[config.mk]
export PLATFORM = sky130hd
export DESIGN_NAME = cond_unit_flat
export DESIGN_NICKNAME = d
export VERILOG_FILES = /design/src/rtl/cpu_pkg.sv /design/src/rtl/cond_unit_if.sv /design/src/rtl/cond_unit_check.sv /design/src/rtl/cond_unit.sv /design/src/flat_wrapper.sv
export SDC_FILE = /design/constraint.sdc
export NUM_CORES = 1
export LEC_CHECK = 0
export BUFFER_PORTS_ARGS = -buffer_cell sky130_fd_sc_hd__buf_2
export CELL_PAD_IN_SITES_DETAIL_PLACEMENT = 1
export CELL_PAD_IN_SITES_GLOBAL_PLACEMENT = 2
export CORE_MARGIN = 2
export CORE_UTILIZATION = 29
export DETAILED_ROUTE_END_ITERATION = 10
export GPL_TIMING_DRIVEN = 0
export MAX_ROUTING_LAYER = met4
export PLACE_DENSITY_LB_ADDON = 0.15
export SLEW_MARGIN = 15
export SYNTH_ARGS = -nofsm -noshare
export SYNTH_HDL_FRONTEND = slang
export SYNTH_SLANG_ARGS = --single-unit
[constraint.sdc]
create_clock -name clk -period 1.8 [get_ports clk]
set_clock_uncertainty 0.15 [all_clocks]
set_input_delay 0.27 -clock clk [delete_from_list [all_inputs] [get_ports clk]]
set_output_delay 0.27 -clock clk [all_outputs]
set_load 0.02 [all_outputs]
[src/rtl/cpu_pkg.sv]
// Shared CPU datapath types: condition codes, condition-unit FSM states
// and bit positions of the {N,Z,C,V} flag register.
package cpu_pkg;

    typedef enum logic [3:0] {
        COND_EQ = 4'h0,
        COND_NE = 4'h1,
        COND_CS = 4'h2,
        COND_CC = 4'h3,
        COND_MI = 4'h4,
        COND_PL = 4'h5,
        COND_VS = 4'h6,
        COND_VC = 4'h7,
        COND_HI = 4'h8,
        COND_LS = 4'h9,
        COND_GE = 4'hA,
        COND_LT = 4'hB,
        COND_GT = 4'hC,
        COND_LE = 4'hD,
        COND_AL = 4'hE,
        COND_NV = 4'hF
    } cond_e;

    typedef enum logic [1:0] {
        IDLE  = 2'd0,
        EVAL  = 2'd1,
        VALID = 2'd2
    } cond_state_e;

    localparam int FLAG_N = 3;
    localparam int FLAG_Z = 2;
    localparam int FLAG_C = 1;
    localparam int FLAG_V = 0;

endpackage

[src/rtl/cond_unit_if.sv]
// Controller <-> condition unit bus: ALU flags in, req/valid/ack handshake,
// registered condex result and the current flag register.
interface cond_unit_if;

    logic       alu_n;
    logic       alu_z;
    logic       alu_c;
    logic       alu_v;
    logic [1:0] flag_write;
    logic [3:0] cond;
    logic       cond_req;
    logic       cond_ack;
    logic       cond_busy;
    logic       cond_valid;
    logic       condex;
    logic [3:0] flags;

    modport master (
        output alu_n, alu_z, alu_c, alu_v, flag_write, cond, cond_req, cond_ack,
        input  cond_busy, cond_valid, condex, flags
    );

    modport slave (
        input  alu_n, alu_z, alu_c, alu_v, flag_write, cond, cond_req, cond_ack,
        output cond_busy, cond_valid, condex, flags
    );

endinterface

[src/rtl/cond_unit_check.sv]
// Combinational condition-code evaluator: result is 1 when 'cond' holds
// for the given {N,Z,C,V} flags. Also usable by the controller's assertions.
module cond_check
    import cpu_pkg::*;
(
    input  logic [3:0] cond,
    input  logic [3:0] flags,
    output logic       result
);

    logic n, z, c, v;

    assign n = flags[FLAG_N];
    assign z = flags[FLAG_Z];
    assign c = flags[FLAG_C];
    assign v = flags[FLAG_V];

    always_comb begin
        result = 1'b1;
        case (cond_e'(cond))
            COND_EQ: result = z;
            COND_NE: result = !z;
            COND_CS: result = c;
            COND_CC: result = !c;
            COND_MI: result = n;
            COND_PL: result = !n;
            COND_VS: result = v;
            COND_VC: result = !v;
            COND_HI: result = c & !z;
            COND_LS: result = !c | z;
            COND_GE: result = (n == v);
            COND_LT: result = (n != v);
            COND_GT: result = !z & (n == v);
            COND_LE: result = z | (n != v);
            COND_AL: result = 1'b1;
            COND_NV: result = 1'b1;
        endcase
    end

endmodule

[src/rtl/cond_unit.sv]
// Condition unit: NZCV flag register plus IDLE/EVAL/VALID evaluation FSM.
// Define COND_UNIT_STATS_EN to add saturating stat_eval/stat_taken counters.
module cond_unit
    import cpu_pkg::*;
#(
    parameter logic [3:0] RESET_FLAGS = 4'b0000
`ifdef COND_UNIT_STATS_EN
    ,
    parameter int STAT_W = 16
`endif
) (
    input  logic              clk,
    input  logic              rst_n,
    cond_unit_if.slave        bus
`ifdef COND_UNIT_STATS_EN
    ,
    output logic [STAT_W-1:0] stat_eval,
    output logic [STAT_W-1:0] stat_taken
`endif
);

    cond_state_e state_q, state_d;
    logic [3:0]  flags_q, flags_d;
    logic [3:0]  cond_q, cond_d;
    logic        condex_q, condex_d;
    logic        busy_q, busy_d;
    logic        valid_q, valid_d;
    logic        eval_result;

    cond_check u_check (
        .cond   (cond_q),
        .flags  (flags_q),
        .result (eval_result)
    );

    // Flag writes run independently of the FSM; EVAL reads flags_q, so a
    // write issued during EVAL lands only after this result is captured.
    always_comb begin
        flags_d = flags_q;
        if (bus.flag_write[1]) begin
            flags_d[FLAG_N] = bus.alu_n;
            flags_d[FLAG_Z] = bus.alu_z;
        end
        if (bus.flag_write[0]) begin
            flags_d[FLAG_C] = bus.alu_c;
            flags_d[FLAG_V] = bus.alu_v;
        end
    end

    always_comb begin
        state_d  = state_q;
        cond_d   = cond_q;
        condex_d = condex_q;
        case (state_q)
            IDLE: begin
                if (bus.cond_req) begin
                    cond_d  = bus.cond;
                    state_d = EVAL;
                end
            end
            EVAL: begin
                condex_d = eval_result;
                state_d  = VALID;
            end
            VALID: begin
                if (bus.cond_ack) begin
                    if (bus.cond_req) begin
                        cond_d  = bus.cond;
                        state_d = EVAL;
                    end else begin
                        state_d = IDLE;
                    end
                end
            end
            default: state_d = IDLE;
        endcase
        busy_d  = (state_d == EVAL);
        valid_d = (state_d == VALID);
    end

`ifdef COND_UNIT_STATS_EN
    logic [STAT_W-1:0] stat_eval_q, stat_eval_d;
    logic [STAT_W-1:0] stat_taken_q, stat_taken_d;

    // Both counters saturate at all-ones rather than wrapping.
    always_comb begin
        stat_eval_d  = stat_eval_q;
        stat_taken_d = stat_taken_q;
        if (state_q == EVAL) begin
            if (stat_eval_q != '1) begin
                stat_eval_d = stat_eval_q + 1'b1;
            end
            if (eval_result && (stat_taken_q != '1)) begin
                stat_taken_d = stat_taken_q + 1'b1;
            end
        end
    end

    assign stat_eval  = stat_eval_q;
    assign stat_taken = stat_taken_q;
`endif

    always_ff @(posedge clk or negedge rst_n) begin
        if (!rst_n) begin
            state_q      <= IDLE;
            flags_q      <= RESET_FLAGS;
            cond_q       <= 4'b0000;
            condex_q     <= 1'b0;
            busy_q       <= 1'b0;
            valid_q      <= 1'b0;
`ifdef COND_UNIT_STATS_EN
            stat_eval_q  <= '0;
            stat_taken_q <= '0;
`endif
        end else begin
            state_q      <= state_d;
            flags_q      <= flags_d;
            cond_q       <= cond_d;
            condex_q     <= condex_d;
            busy_q       <= busy_d;
            valid_q      <= valid_d;
`ifdef COND_UNIT_STATS_EN
            stat_eval_q  <= stat_eval_d;
            stat_taken_q <= stat_taken_d;
`endif
        end
    end

    assign bus.flags      = flags_q;
    assign bus.condex     = condex_q;
    assign bus.cond_busy  = busy_q;
    assign bus.cond_valid = valid_q;

endmodule

[src/flat_wrapper.sv]
// flat-port wrapper written by rule: the top's interface ports become plain ports
module cond_unit_flat import cpu_pkg::*;
#(
    parameter logic [3:0] RESET_FLAGS = 4'b0000

)
  (clk, rst_n, bus_alu_n, bus_alu_z, bus_alu_c, bus_alu_v, bus_flag_write, bus_cond, bus_cond_req, bus_cond_ack, bus_cond_busy, bus_cond_valid, bus_condex, bus_flags);
  cond_unit_if bus_i ();
  input  logic clk;
  input  logic rst_n;
  input wire logic [$bits(bus_i.alu_n)-1:0] bus_alu_n;
  input wire logic [$bits(bus_i.alu_z)-1:0] bus_alu_z;
  input wire logic [$bits(bus_i.alu_c)-1:0] bus_alu_c;
  input wire logic [$bits(bus_i.alu_v)-1:0] bus_alu_v;
  input wire logic [$bits(bus_i.flag_write)-1:0] bus_flag_write;
  input wire logic [$bits(bus_i.cond)-1:0] bus_cond;
  input wire logic [$bits(bus_i.cond_req)-1:0] bus_cond_req;
  input wire logic [$bits(bus_i.cond_ack)-1:0] bus_cond_ack;
  output wire logic [$bits(bus_i.cond_busy)-1:0] bus_cond_busy;
  output wire logic [$bits(bus_i.cond_valid)-1:0] bus_cond_valid;
  output wire logic [$bits(bus_i.condex)-1:0] bus_condex;
  output wire logic [$bits(bus_i.flags)-1:0] bus_flags;
  assign bus_i.alu_n = bus_alu_n;
  assign bus_i.alu_z = bus_alu_z;
  assign bus_i.alu_c = bus_alu_c;
  assign bus_i.alu_v = bus_alu_v;
  assign bus_i.flag_write = bus_flag_write;
  assign bus_i.cond = bus_cond;
  assign bus_i.cond_req = bus_cond_req;
  assign bus_i.cond_ack = bus_cond_ack;
  assign bus_cond_busy = bus_i.cond_busy;
  assign bus_cond_valid = bus_i.cond_valid;
  assign bus_condex = bus_i.condex;
  assign bus_flags = bus_i.flags;
  cond_unit #(.RESET_FLAGS(RESET_FLAGS)) u_core (.clk(clk), .rst_n(rst_n), .bus(bus_i));
endmodule
==> results.sh, run 1 <==
export IMPL_outcome="finished clean"
export IMPL_setup_tns_ns=0
export IMPL_path_clk_slew_ns=0.07
export IMPL_cts_sinks=13
export IMPL_syn_num_nets=81
export IMPL_slew_headroom_pct=80.62
export IMPL_drive_gt1_share_pct=39.13
export IMPL_diodes=0
export IMPL_cts_setup_buffers=0
export IMPL_cap_violations=0
export IMPL_p_per_area_mw_per_mm2=1047
export IMPL_drcViolationCount=0
export IMPL_yosysUniqueCellTypes=25
export IMPL_utilization_pct=38.73
export IMPL_finalCriticalPeriod_ns=1.595
export IMPL_area_delta_synth_final_pct=24.42
export IMPL_portBuffers=20
export IMPL_synth_seq_area_share_pct=46.35
export IMPL_die_x_microns=53.20
export IMPL_max_vdd_ir_drop_mv=0.4956
export IMPL_drtAntennaViolNets=0
export IMPL_drt_iter0_drc=4
export IMPL_overflow=0
export IMPL_netlist_area_sq_um=701.9
export IMPL_antenna_found_initial=0
export IMPL_synthCells=67
export IMPL_grt_max_degree=14
export IMPL_synth_main_ff_cell="dfrtp_1"
export IMPL_syn_avg_cell_area_sq_um=10.48
export IMPL_finalHoldViolations=0
export IMPL_finalMaxSlewViolations=0
export IMPL_h_tree_depth=1
export IMPL_yosys_area_top_type="dfrtp_1"
export IMPL_path_class="reg2reg"
export IMPL_wl_per_cell_microns=12.35
export IMPL_cts_repair_resized=0
export IMPL_first_global_vias=600
export IMPL_async_flop_share_pct=100.0
export IMPL_grt_pass1_wl_microns=2670
export IMPL_drt_pre_antenna_iters=4
export IMPL_clockBufferDepth=2
export IMPL_finalSetupViolCount=0
export IMPL_ys_warn_count=0
export IMPL_row_count=17
export IMPL_synth_seq_cells=13
export IMPL_max_freq_mhz=627.1
export IMPL_gp_congestion=0.6576
export IMPL_cts_made_buffers=3
export IMPL_cts_tree="done"
export IMPL_worstMarginPinSlew_ns=0.2906
export IMPL_postLayoutCellArea_sq_um=873.3
export IMPL_cts_root_buffer_cell="clkbuf_4"
export IMPL_worstPathArrival_ns=1.59
export IMPL_p_leak_nw=0.3997
export IMPL_synth_area_top_cells="dfrtp_1 (46%), mux2_2 (13%), a21oi_1 (4.3%)"
export IMPL_drt_total_wl_microns=1482
export IMPL_die_area_sq_mm=0.002830
export IMPL_grt_setup_unrepaired="false"
export IMPL_start_util_pct=31.13
export IMPL_crit_required_ns=1.79
export IMPL_fp_dieH_microns=53.20
export IMPL_core_area_sq_mm=0.002255
export IMPL_ios=21
export IMPL_synth_edf_count=0
export IMPL_synth_top_cell_area_share_pct=46.35
export IMPL_start_kind="flip-flop"
export IMPL_track_usage_pct=13.50
export IMPL_place_area_sq_um=837.1
export IMPL_critPathMaxFanout=8
export IMPL_insertion_delay_ns=0.27
export IMPL_hold_class="in2reg"
export IMPL_post_route_period_util_pct=88.59
export IMPL_viasPerCell=4.867
export IMPL_cts_hold_buf=1
export IMPL_r2r_slack_ns=0.21
export IMPL_via_count=584
export IMPL_fin_nets=107
export IMPL_endpoint_kind="flip-flop"
[flip-flops by register name, indices dropped and copies added (netlist names)]
signal,cells
u_core.bus.flags,4
u_core.cond_q,4
u_core.bus.cond_valid,1
u_core.bus.condex,1
u_core.state_q,2
u_core.bus.cond_busy,1
[worst max-delay path, stage by stage (launching register included)]
cell,delay (ns)
dfrtp_1,0.48
and4bb_2,0.27
a31oi_1,0.16
a21oi_1,0.09
nor3_1,0.21
a31oi_1,0.10
[stage by stage]
step | power (mW) | std cells | setup slack (ns) | hold slack [ns]
after global routing | 0.9965 | 120 | 0.04941 | 0.06395
after detailed placement | 0.7555 | 115 | 0.2109 | 0.02283
after floorplan | 0.6512 | 67 | 0.2794 | -0.1756
after CTS | 0.9361 | 120 | 0.1918 | 0.06156
after global placement | 0.7450 | 115 | 0.2251 | 0.01848
final | 0.9147 | 120 | 0.2054 | 0.06268
[placed cells by master, fill, tap and decap left out, types with 3 or more instances in the layout]
| cell | n |
|---|---|
| o21ai_0 | 3 |
| buf_2 | 20 |
| nor2_1 | 4 |
| mux2_2 | 8 |
| a31oi_1 | 4 |
| dfrtp_1 | 13 |
| clkbuf_4 | 3 |
| a21oi_1 | 6 |
| nor3_1 | 3 |
| nand2_1 | 5 |
[cells by family (layout without fill, tap and decap cells)]
family / Yosys count / in the layout / share of synthesized area (%)
compound gates: 14 / 14 / 11.05
xor+xnor: 1 / 1 / 1.248
buf+inv: 5 / 30 / 5.347
flops: 13 / 13 / 46.35
mux: 10 / 10 / 15.69
simple gates: 24 / 24 / 20.32
[cells in the mapped netlist (2+ instances only)]
master / instances
dfrtp_1: 13
mux2_2: 8
a21oi_1: 6
nand2_1: 5
a31oi_1: 4
nor2_1: 4
nor3_1: 3
o21ai_0: 3
and3b_1: 2
buf_6: 2
mux2i_1: 2
nand2b_1: 2
[cell type report]
class                      count  area (sq um)
timing repair buffer          21         110.1
clock buffer                   4         26.28
sequential                    13         325.3
buffer                         4         33.78
tap                           28         35.03
multi-input combinational     49         339.1
inverter                       1         3.754
fill                         281          1381
[path summary, 6_finish.rpt]
kind	cells past startpoint	endpoint	start
worst max-delay path	5	u_core.bus.condex	u_core.bus.flags[3]
worst min-delay path	3	u_core.bus.flags[2]	bus_alu_z
worst max register to register	5	u_core.bus.condex	u_core.bus.flags[3]
worst min register to register	1	u_core.bus.cond_valid	u_core.state_q[0]
max in group asynchronous	2	u_core.cond_q[0]	rst_n
min in group asynchronous	2	u_core.cond_q[1]	rst_n
[layer usage]
metal	up-vias	track usage (%)	share of wire, %
met5	-	-	0
met3	0	5.085	6.6
met1	273	16.64	47
met2	21	22.50	46
met4	0	0	0
li1	290	-	-
[report_power, final]
group          leakage (nW)  switching (mW)  internal, mW
registers             0.157          0.0501         0.351
clock network        0.0150          0.0852        0.0857
logic                 0.228           0.176         0.168
No activity file was read; power rests on OpenSTA's default activity.
==> run 2: changes to the inputs <==
clock period = 1.5 ns   (was 1.8 ns; I/O delays follow)
==> results.sh, run 2 (same netlist as run 1, synthesis figures left out) <==
export IMPL_outcome="finished with violations"
export IMPL_failed_checks="negative setup slack"
export IMPL_finalPower_mw=1.217
export IMPL_reg2reg_from="u_core.bus.flags[3]"
export IMPL_layout_commonest_cell="buf_2"
export IMPL_path_cells="xnor2_2 -> mux2_4 -> a21oi_2 -> a31oi_2 -> a31oi_1"
export IMPL_swShare_pct=34.53
export IMPL_drtAntennaViolNets=0
export IMPL_cap_violations=0
export IMPL_clockBufferDepth=2
export IMPL_clockPowerShare_pct=17.1
export IMPL_row_count=17
export IMPL_viasPerCell=4.730
export IMPL_h_tree_depth=1
export IMPL_p_leak_nw=0.4448
export IMPL_cts_root_buffer_cell="clkbuf_4"
export IMPL_slew_headroom_pct=80.89
export IMPL_fin_nets=113
export IMPL_fp_dieH_microns=53.20
export IMPL_wl_per_cell_microns=12.86
export IMPL_insertion_delay_ns=0.27
export IMPL_slowest_delay_ns=0.49
export IMPL_grt_setup_unrepaired="true"
export IMPL_path_buf_inv=0
export IMPL_path_class="reg2reg"
export IMPL_regArea_sq_um=329.1
export IMPL_finalSetupViolCount=1
export IMPL_crit_path_start="u_core.bus.flags[3]"
export IMPL_final_cells=126
export IMPL_drcViolationCount=0
export IMPL_critPathMaxFanout=8
export IMPL_die_x_microns=53.20
export IMPL_path_clk_slew_ns=0.08
export IMPL_gp_congestion=0.6544
export IMPL_die_area_sq_mm=0.002830
export IMPL_finalCriticalPeriod_ns=1.522
export IMPL_start_kind="flip-flop"
export IMPL_pre_cts_ws_ns=-0.07689
export IMPL_core_area_sq_mm=0.002255
export IMPL_first_global_vias=570
export IMPL_place_hpwl_microns=1167
export IMPL_worst_slack_ns=-0.02163
export IMPL_drt_pre_antenna_iters=4
export IMPL_crit_required_ns=1.54
export IMPL_overflow=0
export IMPL_p_per_area_mw_per_mm2=1241
export IMPL_drt_iter0_drc=3
export IMPL_max_vdd_ir_drop_mv=0.7216
export IMPL_postLayoutCellArea_sq_um=980.9
export IMPL_area_delta_synth_final_pct=39.75
export IMPL_dp_cells=115
export IMPL_track_usage_pct=13.05
export IMPL_p_switching_mw=0.4204
export IMPL_drt_total_wl_microns=1620
export IMPL_timing_hold_ws_ns=0.009839
export IMPL_post_route_period_util_pct=101.4
export IMPL_grt_pass1_wl_microns=2594
export IMPL_grt_max_degree=14
export IMPL_endpoint_kind="flip-flop"
export IMPL_drive_gt1_share_pct=56.12
export IMPL_multiInputGateArea_sq_um=394.1
export IMPL_worstPathArrival_ns=1.56
export IMPL_layout_common_cells="buf_2 (20), dfrtp_1 (10), buf_4 (8)"
export IMPL_p_comb_share_pct=43.1
export IMPL_cts_made_buffers=3
export IMPL_start_util_pct=31.13
export IMPL_diodes=0
export IMPL_crit_family="flip-flops"
export IMPL_antenna_found_initial=0
export IMPL_p_seq_share_pct=39.8
export IMPL_ios=21
export IMPL_finalHoldViolations=0
export IMPL_slowest_stage="dfrtp_2"
export IMPL_portBuffers=20
export IMPL_hold_class="in2reg"
export IMPL_place_area_sq_um=838.3
export IMPL_worstMarginPinSlew_ns=0.2867
export IMPL_finalMaxSlewViolations=0
export IMPL_p_int_mw=0.7971
export IMPL_cts_tree="done"
export IMPL_hp_start="bus_alu_z"
export IMPL_via_count=596
export IMPL_nFillCells=275
export IMPL_max_freq_mhz=657.2
export IMPL_cts_sinks=13
[run 2: cell count changes in the layout (fill, tap and decap cells not counted), sizes merged]
cell	change
buf	+7
clkbuf	-1
[run 2: path summary, 6_finish.rpt]
kind | end | slack (ns) | cells after the start
hold / removal | u_core.bus.flags[2] | 0.01 | 3
setup / recovery | u_core.bus.condex | -0.02 | 5
min in group asynchronous | u_core.bus.flags[2] | 0.23 | 2
max in group asynchronous | u_core.bus.flags[0] | 0.73 | 2
hold reg to reg | u_core.state_q[1] | 0.38 | 1
setup reg to reg | u_core.bus.condex | -0.02 | 5
[run 2: stage by stage]
stage                     util [%]  TNS (ns)
after floorplan                  -         0
after global placement       37.18  -0.05615
after detailed placement     37.18   -0.1552
after CTS                    40.68  -0.04854
after global routing         43.51  -0.08457
final                        43.51  -0.02163
[run 2: layout make-up]
cell class	count	share of cell area, %
flip-flops and latches	13	33.55
repair buffers	28	16.58
multi-input cells	49	40.18
well taps	28	3.571
clock buffers	4	2.679
inverters	1	0.3827
plain buffers	3	3.061
[run 2: power by group through the flow]
stage	Clock, mW	Combinational, mW	Sequential, mW
floorplan	0	0.264	0.518
global placement	0	0.408	0.487
detailed placement	0	0.416	0.490
CTS	0.218	0.467	0.482
global route	0.233	0.572	0.499
finish	0.208	0.524	0.485
[run 2: repair_timing]
item | 4_1_cts | 5_1_grt
resized for setup | 1 | 13
hold buffers | 1 | 0
endpoints found under the hold margin | 13 | 0
pin swaps | 1 | 5
endpoints found under the setup margin | 5 | 1
gates cloned | 0 | 0
buffers inserted | 6 | 1
[run 2: metal layers]
metal | vias up | global-route usage (%) | wire [microns]
met5 | - | - | 0
met4 | 0 | 0 | 0
met3 | 0 | 5.085 | 78
met2 | 17 | 22.50 | 824
met1 | 279 | 15.38 | 717
li1 | 300 | - | -
[run 2: worst register-to-register path, cell delays in order, from the launching register on]
cell and delay [ns]:
dfrtp_2 0.49, xnor2_2 0.16, mux2_4 0.29, a21oi_2 0.14
a31oi_2 0.06, a31oi_1 0.16
==> run 3: changes to the inputs <==
ABC_AREA = 1   (was default)
CORE_UTILIZATION = 25   (was 29)
==> results.sh, run 3 <==
export IMPL_outcome="finished clean"
export IMPL_synth_top_cell_area_share_pct=48.69
export IMPL_synth_seq_cells=13
export IMPL_min_path_cells=3
export IMPL_cts_sinks=13
export IMPL_start_util_pct=26.73
export IMPL_timing_rr_end="u_core.bus.condex"
export IMPL_slowest_stage="dfrtp_1"
export IMPL_max_freq_mhz=731.5
export IMPL_grt_max_degree=14
export IMPL_place_hpwl_microns=1368
export IMPL_synth_area_top_cells="dfrtp_1 (49%), nand2_1 (18%), o21ai_0 (9.0%)"
export IMPL_critPathMaxFanout=7
export IMPL_nFillCells=322
export IMPL_row_count=18
export IMPL_grt_pass1_wl_microns=3042
export IMPL_drtAntennaViolNets=0
export IMPL_netlist_area_sq_um=668.1
export IMPL_path_class="reg2reg"
export IMPL_crit_required_ns=1.53
export IMPL_utilization_pct=36.34
export IMPL_pre_cts_ws_ns=0.07491
export IMPL_antenna_found_initial=0
export IMPL_via_count=674
export IMPL_synth_edf_count=0
export IMPL_overflow=0
export IMPL_cts_root_buffer_cell="clkbuf_4"
export IMPL_yosysUniqueCellTypes=12
export IMPL_layout_common_cells="nand2_1 (32), buf_2 (20), inv_1 (13), dfrtp_1 (13), o21ai_0 (12)"
export IMPL_area_delta_synth_final_pct=35.95
export IMPL_worstMarginPinSlew_ns=0.3004
export IMPL_start_kind="flip-flop"
export IMPL_clockBufferDepth=2
export IMPL_drcViolationCount=0
export IMPL_p_leak_nw=0.4912
export IMPL_holdPathEnd="u_core.cond_q[3]"
export IMPL_max_vdd_ir_drop_mv=0.4864
export IMPL_finalSetupViolCount=0
export IMPL_h_tree_depth=1
export IMPL_cts_setup_buffers=0
export IMPL_drt_iter0_drc=5
export IMPL_r2r_slack_ns=0.13
export IMPL_drt_pre_antenna_iters=4
export IMPL_syn_avg_cell_area_sq_um=7.033
export IMPL_syn_num_nets=109
export IMPL_p_per_area_mw_per_mm2=1169
export IMPL_path_cells="inv_1 -> nand3_1 -> nand3_1 -> nand2_1 -> nand2_1 -> nor2_1 -> nand2_1 -> nand2_1 -> nand2_1"
export IMPL_yosys_area_top_type="dfrtp_1"
export IMPL_hold_class="in2reg"
export IMPL_die_x_microns=55.70
export IMPL_gp_congestion=0.8656
export IMPL_endpoint_kind="flip-flop"
export IMPL_cpMostUsedCell="nand2_1"
export IMPL_dp_cells=145
export IMPL_grt_setup_unrepaired="false"
export IMPL_cts_tree="done"
export IMPL_worst_slack_ns=0.1329
export IMPL_portBuffers=20
export IMPL_reg2reg_from="u_core.cond_q[0]"
export IMPL_synthTopCellsByCount="nand2_1 (32), inv_1 (15), dfrtp_1 (13)"
export IMPL_core_area_sq_mm=0.002500
export IMPL_drt_total_wl_microns=1761
export IMPL_rr_worst_depth=9
export IMPL_synth_seq_area_share_pct=48.69
export IMPL_path_clk_slew_ns=0.08
export IMPL_post_route_period_util_pct=91.14
export IMPL_first_global_vias=707
export IMPL_setup_tns_ns=0
export IMPL_finalMaxSlewViolations=0
export IMPL_cts_made_buffers=3
export IMPL_wl_per_cell_microns=11.29
export IMPL_drive_gt1_share_pct=22.22
export IMPL_layout_commonest_cell="nand2_1"
export IMPL_insertion_delay_ns=0.28
export IMPL_die_area_sq_mm=0.003102
export IMPL_yosysMostFrequentCell="nand2_1"
export IMPL_track_usage_pct=13.02
export IMPL_cap_violations=0
export IMPL_hp_start="bus_cond[3]"
export IMPL_fp_dieH_microns=55.70
export IMPL_ios=21
export IMPL_synth_main_ff_cell="dfrtp_1"
export IMPL_final_cells=156
export IMPL_ys_warn_count=0
export IMPL_slowest_delay_ns=0.45
export IMPL_finalHoldViolations=0
export IMPL_worstPathArrival_ns=1.40
export IMPL_finalCriticalPeriod_ns=1.367
export IMPL_diodes=0
export IMPL_async_flop_share_pct=100.0
export IMPL_synthCells=95
export IMPL_fin_nets=141
export IMPL_slew_headroom_pct=79.98
export IMPL_viasPerCell=4.321
## run 3: cells by family after synthesis
kind of cell,count (synthesis),share of synthesized area [%]
AO/OA/AOI/OAI,15,11.61
buffers and inverters,17,9.549
flip-flops,13,48.69
AND/OR/NAND/NOR,50,30.15
## run 3: cell type report
class,count,area (sq um),share of cell area [%]
Sequential cell,13,325.3,35.81
Multi-Input combinational cell,65,285.3,31.41
Timing Repair Buffer,27,170.2,18.73
Inverter,17,63.81,7.025
Tap cell,30,37.54,4.132
Clock buffer,4,26.28,2.893
## run 3: report_power, final
| group | switching [mW] | internal, mW |
|---|---|---|
| logic | 0.231 | 0.133 |
| registers | 0.0616 | 0.417 |
| clock network | 0.116 | 0.103 |
| total | 0.408 | 0.653 |
## run 3: worst max-delay path by stage
stage / slack (ns) / endpoint / from / cells after the start
after global routing: 0.006 / u_core.bus.condex / u_core.cond_q[1] / 9
after detailed placement: 0.07 / u_core.bus.condex / u_core.bus.flags[3] / 10
after floorplan: 0.16 / u_core.bus.condex / u_core.bus.flags[3] / 10
final: 0.13 / u_core.bus.condex / u_core.cond_q[0] / 9
after CTS: 0.06 / u_core.bus.condex / u_core.bus.flags[3] / 10
after global placement: 0.10 / u_core.bus.condex / u_core.bus.flags[3] / 10
## run 3: per-stage QoR
stage	hold slack (ns)	total power [mW]	area, sq um
global placement	-0.01957	0.8286	805.8
CTS	0.004287	1.077	902.1
finish	0.01402	1.062	908.4
detailed placement	-0.02073	0.8346	805.8
floorplan	-0.2206	0.7094	668.1
global route	0.01298	1.166	908.4
## run 3: worst max-delay path, delay by kind of cell, from the launching register on
| family | cells | cell delay, ns |
|---|---|---|
| buf+inv | 1 | 0.12 |
| flops | 1 | 0.45 |
| simple gates | 8 | 0.54 |
## run 3: what timing repair did
action | in CTS | in global routing
gates resized for setup | 0 | 4
setup endpoints to repair | 0 | 1
hold buffers | 7 | 0
endpoints found under the hold margin | 19 | 0
## run 3: metal layers
metal | wire length, microns | track usage (%)
met1 | 866 | 16.45
met2 | 807 | 19.73
met5 | 0 | -
met4 | 15 | 6.272
met3 | 71 | 2.791
